--- src/rtl/ide_port_arbiter.sv ---
// Round-robin arbiter for the shared IDE register/data port; sector data bursts are never split.
// Define ARB_TIMEOUT_EN to let an idle owner be forcibly revoked after IDLE_TIMEOUT cycles.
module ide_port_arbiter #(
  parameter int BURST_LEN    = 256,
  parameter int IDLE_TIMEOUT = 1023
) (
  input  logic        clk_sys,
  input  logic        reset,
  input  logic        a_req,
  output logic        a_gnt,
  input  logic [4:0]  a_addr,
  input  logic        a_rd,
  input  logic        a_wr,
  input  logic [15:0] a_wdata,
  output logic [15:0] a_rdata,
  output logic        a_rvalid,
  input  logic        b_req,
  output logic        b_gnt,
  input  logic [4:0]  b_addr,
  input  logic        b_rd,
  input  logic        b_wr,
  input  logic [15:0] b_wdata,
  output logic [15:0] b_rdata,
  output logic        b_rvalid,
  output logic [4:0]  ide_addr,
  output logic        ide_rd,
  output logic        ide_wr,
  output logic [15:0] ide_dout,
  input  logic [15:0] ide_din
);

  typedef enum logic [1:0] {
    ST_IDLE     = 2'd0,
    ST_OWN_A    = 2'd1,
    ST_OWN_B    = 2'd2,
    ST_HANDOVER = 2'd3
  } state_t;

  localparam logic [9:0] BURST_LEN_C = 10'(BURST_LEN);

  // Elaboration-only range guard; the block is empty and never instantiates anything.
  if ((BURST_LEN < 2) || (BURST_LEN > 512) || (IDLE_TIMEOUT < 1) || (IDLE_TIMEOUT > 65535)) begin : g_cfg_range_error
  end

  state_t      state_r, state_nxt_s;
  logic        last_b_r, last_b_nxt_s;
  logic [8:0]  burst_cnt_r, burst_nxt_s;
  logic        rd_from_b_r;
  logic        own_a_s, own_b_s, owner_req_s, other_req_s;
  logic [4:0]  own_addr_s;
  logic        own_rd_s, own_wr_s, strobe_s;
  logic [15:0] own_wdata_s;
  logic        timeout_s;

  function automatic state_t arbitrate(input logic req_a, input logic req_b, input logic last_b);
    if (req_a && req_b) begin
      return last_b ? ST_OWN_A : ST_OWN_B;
    end else if (req_a) begin
      return ST_OWN_A;
    end else if (req_b) begin
      return ST_OWN_B;
    end else begin
      return ST_IDLE;
    end
  endfunction

  // Owner strobe mux and burst counter advance; non-owner strobes never reach the port.
  always_comb begin
    own_a_s     = (state_r == ST_OWN_A);
    own_b_s     = (state_r == ST_OWN_B);
    own_addr_s  = 5'h00;
    own_rd_s    = 1'b0;
    own_wr_s    = 1'b0;
    own_wdata_s = 16'h0000;
    owner_req_s = 1'b0;
    other_req_s = 1'b0;
    if (own_a_s) begin
      own_addr_s  = a_addr;
      own_rd_s    = a_rd;
      own_wr_s    = a_wr;
      own_wdata_s = a_wdata;
      owner_req_s = a_req;
      other_req_s = b_req;
    end else if (own_b_s) begin
      own_addr_s  = b_addr;
      own_rd_s    = b_rd;
      own_wr_s    = b_wr;
      own_wdata_s = b_wdata;
      owner_req_s = b_req;
      other_req_s = a_req;
    end else begin
      own_addr_s  = 5'h00;
    end
    strobe_s    = own_rd_s | own_wr_s;
    burst_nxt_s = burst_cnt_r;
    if (strobe_s && (own_addr_s == 5'h00)) begin
      if (({1'b0, burst_cnt_r} + 10'd1) == BURST_LEN_C) begin
        burst_nxt_s = 9'd0;
      end else begin
        burst_nxt_s = burst_cnt_r + 9'd1;
      end
    end else begin
      burst_nxt_s = burst_cnt_r;
    end
  end

`ifdef ARB_TIMEOUT_EN
  localparam logic [15:0] IDLE_TIMEOUT_C = 16'(IDLE_TIMEOUT);

  logic [15:0] tmo_cnt_r;
  logic        tmo_inc_s;

  assign tmo_inc_s = (own_a_s | own_b_s) & ~strobe_s & other_req_s & (burst_cnt_r == 9'd0);
  assign timeout_s = tmo_inc_s & ((tmo_cnt_r + 16'd1) == IDLE_TIMEOUT_C);

  // Idle counter: restarts on any owner strobe or state change.
  always_ff @(posedge clk_sys or posedge reset) begin
    if (reset) begin
      tmo_cnt_r <= 16'd0;
    end else if (strobe_s || (state_nxt_s != state_r)) begin
      tmo_cnt_r <= 16'd0;
    end else if (tmo_inc_s) begin
      tmo_cnt_r <= tmo_cnt_r + 16'd1;
    end else begin
      tmo_cnt_r <= tmo_cnt_r;
    end
  end
`else
  assign timeout_s = 1'b0;
`endif

  // Next-state logic; HANDOVER arbitrates directly so it lasts exactly one cycle.
  always_comb begin
    state_nxt_s  = state_r;
    last_b_nxt_s = last_b_r;
    case (state_r)
      ST_IDLE, ST_HANDOVER: begin
        state_nxt_s = arbitrate(a_req, b_req, last_b_r);
      end
      ST_OWN_A: begin
        if ((!owner_req_s && (burst_nxt_s == 9'd0)) || timeout_s) begin
          state_nxt_s  = ST_HANDOVER;
          last_b_nxt_s = 1'b0;
        end else begin
          state_nxt_s  = ST_OWN_A;
        end
      end
      ST_OWN_B: begin
        if ((!owner_req_s && (burst_nxt_s == 9'd0)) || timeout_s) begin
          state_nxt_s  = ST_HANDOVER;
          last_b_nxt_s = 1'b1;
        end else begin
          state_nxt_s  = ST_OWN_B;
        end
      end
      default: begin
        state_nxt_s = ST_IDLE;
      end
    endcase
  end

  // State, grants, port strobes and read return, all registered.
  always_ff @(posedge clk_sys or posedge reset) begin
    if (reset) begin
      state_r     <= ST_IDLE;
      last_b_r    <= 1'b1;
      burst_cnt_r <= 9'd0;
      rd_from_b_r <= 1'b0;
      a_gnt       <= 1'b0;
      b_gnt       <= 1'b0;
      ide_addr    <= 5'h00;
      ide_rd      <= 1'b0;
      ide_wr      <= 1'b0;
      ide_dout    <= 16'h0000;
      a_rdata     <= 16'h0000;
      b_rdata     <= 16'h0000;
      a_rvalid    <= 1'b0;
      b_rvalid    <= 1'b0;
    end else begin
      state_r     <= state_nxt_s;
      last_b_r    <= last_b_nxt_s;
      burst_cnt_r <= burst_nxt_s;
      a_gnt       <= (state_nxt_s == ST_OWN_A);
      b_gnt       <= (state_nxt_s == ST_OWN_B);
      ide_wr      <= own_wr_s;
      ide_rd      <= own_rd_s & ~own_wr_s;
      if (strobe_s) begin
        ide_addr    <= own_addr_s;
        rd_from_b_r <= own_b_s;
      end else begin
        ide_addr    <= ide_addr;
        rd_from_b_r <= rd_from_b_r;
      end
      if (own_wr_s) begin
        ide_dout <= own_wdata_s;
      end else begin
        ide_dout <= ide_dout;
      end
      a_rvalid <= ide_rd & ~rd_from_b_r;
      b_rvalid <= ide_rd & rd_from_b_r;
      if (ide_rd && !rd_from_b_r) begin
        a_rdata <= ide_din;
      end else begin
        a_rdata <= a_rdata;
      end
      if (ide_rd && rd_from_b_r) begin
        b_rdata <= ide_din;
      end else begin
        b_rdata <= b_rdata;
      end
    end
  end

endmodule

--- config.mk ---
export PLATFORM = sky130hd
export DESIGN_NAME = ide_port_arbiter
export DESIGN_NICKNAME = d
export VERILOG_FILES = /design/src/rtl/ide_port_arbiter.sv
export SDC_FILE = /design/constraint.sdc
export NUM_CORES = 1
export LEC_CHECK = 0
export CAP_MARGIN = 20
export CELL_PAD_IN_SITES_DETAIL_PLACEMENT = 0
export CELL_PAD_IN_SITES_GLOBAL_PLACEMENT = 1
export CORE_UTILIZATION = 23
export DETAILED_ROUTE_END_ITERATION = 10
export PLACE_DENSITY = 0.62
export SLEW_MARGIN = 10
export SYNTH_ARGS = -nofsm -noshare
export SYNTH_HDL_FRONTEND = slang
export SYNTH_SLANG_ARGS = --single-unit
--- constraint.sdc ---
create_clock -name clk_sys -period 2.3 [get_ports clk_sys]
set_input_delay 0.46 -clock clk_sys [delete_from_list [all_inputs] [get_ports clk_sys]]
set_output_delay 0.46 -clock clk_sys [all_outputs]
set_load 0.01 [all_outputs]
==> flow_summary.toml <==
[outcome]
outcome = "finished clean"

[sta]
finalCritPeriodShare = 0.9633
fin_setup_tns_ns = 0
maxSlewViolCount = 0
report.final.setup_viol = 0
grt_setup_unrepaired = "true"
tightestPinTransition_ns = 0.3963
layout_setup_ws_ns = 0.08444
fin_crit_ns = 2.216
fmaxAchievable_ghz = 0.4514
relSlewSlack = 0.7358
hold_violations = 0
skew_ns = 0.008406

[power_and_ir_drop]
switching_power_uw = 2452
combPwrFrac = 0.504
p_sw_frac = 0.3432
ir_worst_vdd_v = 0.0004165
p_leak_uw = 0.002310
power.density_nw_per_um2 = 1300
internal_power_uw = 4693
pwr-share-seq = 0.294
p_clk_frac = 0.202

[clock_network]
root_buffer = "clkbuf_16"
clkTransAtPathRegs_ns = 0.06
htree_levels = 3
cts_sinks = 72
cts_buffers = 9
cts_tree = "built"
cts_buffer_depth = 2
worst_skew_pair.late_latency_ns = 0.34

[die]
die_y_microns = 122.2
fp.coreArea_sq_um = 13990
fp.dieW_microns = 122.2
std_cell_rows = 43
die_area_sq_um = 14930
pin_count = 125
start_util = 0.2375

[worst_setup_path]
cp.arrival_ns = 2.50
cp-start-kind = "flip-flop"
timing.critical_path.slowest_stage_cell = "dfrtp_1"
crit_path_end_kind = "flip-flop"
cp.required_ns = 2.58
critical_path_class = "flip-flop to flip-flop"
crit_path_max_fanout = 5
worstPathCellList = "inv_2 -> ha_4 -> nand2b_4 -> buf_6 -> o21ai_4 -> buf_6 -> nor4_4 -> mux2i_2 -> nor4_4 -> o21a_4 -> o211a_1"
slowest_delay_ns = 0.41

[routing]
postRouteAntennaNets = 0
wirelength_mm = 9.500
drc = 0
vias = 2906
avgViaCountPerCell = 4.519
drtIter0Drc = 150
dr.pass1.iters = 5
wl_per_cell_microns = 14.77

[place]
port_buffers = 124
gp_congestion = 0.8919
hpwl_mm = 6.706
pre_cts_ws_ns = -0.4609

[logic_synthesis]
synthFlopType = "dfrtp_1"
syn_nets = 365
synth_cell_types = 50
yosys.area.top_type = "dfrtp_1"
synth_top_area_frac = 0.5348
synthArstFlopShare = 1.000
ys_top_cells_by_area = "dfrtp_1, mux2_2, a22oi_1, nand2_1, o21ai_0"
synth-edff-count = 0
syn_inst = 296
synth-seq-area-share = 0.5427
synth_warnings = 0
avgSynthCellArea_sq_um = 11.22
synth_seq_cells = 72
synth_area_sq_um = 3322

[layout]
seqCellArea_sq_um = 1804
fin_nets = 527
multiInputGateArea_sq_um = 1531
drive_gt1_frac = 0.2657
antenna-diode-count = 0
area_growth_pct = 65.46
fillers = 1410

[global_route]
grt.total_usage = 0.1283
antenna_found_initial = 0
grt_max_degree = 73
gr-total-overflow = 0
grt_pass1_wl_mm = 14.50
grt_pass1_vias = 2842

[min_path]
holdCritPathClass = "flip-flop to flip-flop"

[flow_run]
maxCapViolCount = 0
-- logic make-up (layout without fill, tap and decap cells) --
group,count (synthesis),after routing,synth area share
compound gates,73,73,0.1499
fa+ha+maj,3,3,0.01130
simple gates,77,77,0.1205
buf+inv,28,195,0.03653
mux,35,35,0.1179
flops,72,72,0.5427
xor+xnor,8,8,0.02109
-- power groups by stage --
stage          clock (uW)  combinational [uW]  sequential, uW
6_report             1440                3600            2100
5_1_grt              1560                3930            2180
4_1_cts              1500                3370            2100
3_5_place_dp            0                3320            2120
3_3_place_gp            0                3310            2090
2_1_floorplan           0                1440            2310
-- final cells by class --
class | count | share of cell area
clock buffers | 11 | 0.04598
multi-input cells | 196 | 0.2786
flip-flops and latches | 72 | 0.3282
well taps | 180 | 0.04097
clock inverters | 5 | 0.01002
repair buffers | 167 | 0.2880
inverters | 12 | 0.008195
-- stage by stage --
| step | cell area (sq um) | std cells | hold slack (ns) | total power, uW | utilization |
|---|---|---|---|---|---|
| floorplan | 3322 | 296 | 0.4698 | 3752 | - |
| global placement | 4986 | 618 | 0.4651 | 5398 | 0.3564 |
| detailed placement | 4986 | 618 | 0.4701 | 5437 | 0.3564 |
| CTS | 5330 | 637 | 0.4842 | 6970 | 0.3810 |
| global route | 5497 | 643 | 0.5101 | 7658 | 0.3929 |
| finish | 5497 | 643 | 0.4774 | 7144 | 0.3929 |
-- state kept, by name (all words and copies together), names as in the netlist --
name and count:
a_gnt 1, ide_wr 1, b_gnt 1, state_r 2
ide_addr 5, burst_cnt_r 9, b_rdata 16, ide_dout 16
ide_rd 1, last_b_r 1, b_rvalid 1, a_rvalid 1
a_rdata 16, rd_from_b_r 1
-- synth_stat cells, types with 2 or more instances --
cell type,n
a31o_1,2
clkbuf_1,12
nor3_1,3
xnor2_1,5
and4_1,2
dfrtp_1,71
nor4_1,2
inv_1,11
nand2_1,34
ha_1,3
nor2b_1,2
buf_6,2
a22oi_1,17
nor4_4,2
mux2i_1,2
a21oi_1,6
o31ai_1,3
nand4_1,5
a31oi_1,2
o21ai_0,22
o21ai_1,2
a221oi_1,4
xor2_1,3
mux2_2,33
nor2_1,18
o21a_1,4
-- layout by cell type, fill, tap and decap left out, types with 5 or more instances in the layout --
cell type / instances
a22oi_1: 17
buf_4: 39
clkbuf_16: 9
clkdlybuf4s50_1: 117
dfrtp_1: 70
dlygate4sd2_1: 6
inv_1: 8
mux2_2: 33
nand2_1: 34
nand4_1: 5
nor2_1: 17
o21ai_0: 21
xnor2_1: 5
-- routing by layer --
metal / up-vias / part of all wire / track usage
li1: 1395 / - / -
met1: 1410 / 0.45 / 0.1620
met2: 89 / 0.48 / 0.2076
met3: 12 / 0.052 / 0.03371
met4: 0 / 0.018 / 0.05107
met5: - / 0 / 0
-- timing repair --
item | in CTS | in global routing
endpoints found under the hold margin | 0 | 0
endpoints found under the setup margin | 5 | 5
setup buffers | 3 | 6
resized for setup | 10 | 27
hold buffers | 0 | 0
pin swaps | 8 | 9
-- path summary, 6_finish.rpt --
kind,start,endpoint,slack (ns),cells after the start
worst max-delay path,state_r[1],last_b_r,0.08,11
min in group asynchronous,reset,a_rdata[10],0.53,3
worst min register to register,ide_dout[3],ide_dout[3],0.48,2
worst min-delay path,ide_dout[3],ide_dout[3],0.48,2
max in group asynchronous,reset,last_b_r,1.43,3
worst max register to register,state_r[1],last_b_r,0.08,11
-- worst max-delay path, delay by kind of cell (launching register included) --
family                     cells  cell delay [ns]
AOI/OAI and AO/OA              3             0.43
buffers and inverters          3             0.35
DFF                            1             0.41
muxes                          1             0.12
adders and majority gates      1             0.14
and+or+nand+nor                3             0.71
(Power assumes the default switching activity.)
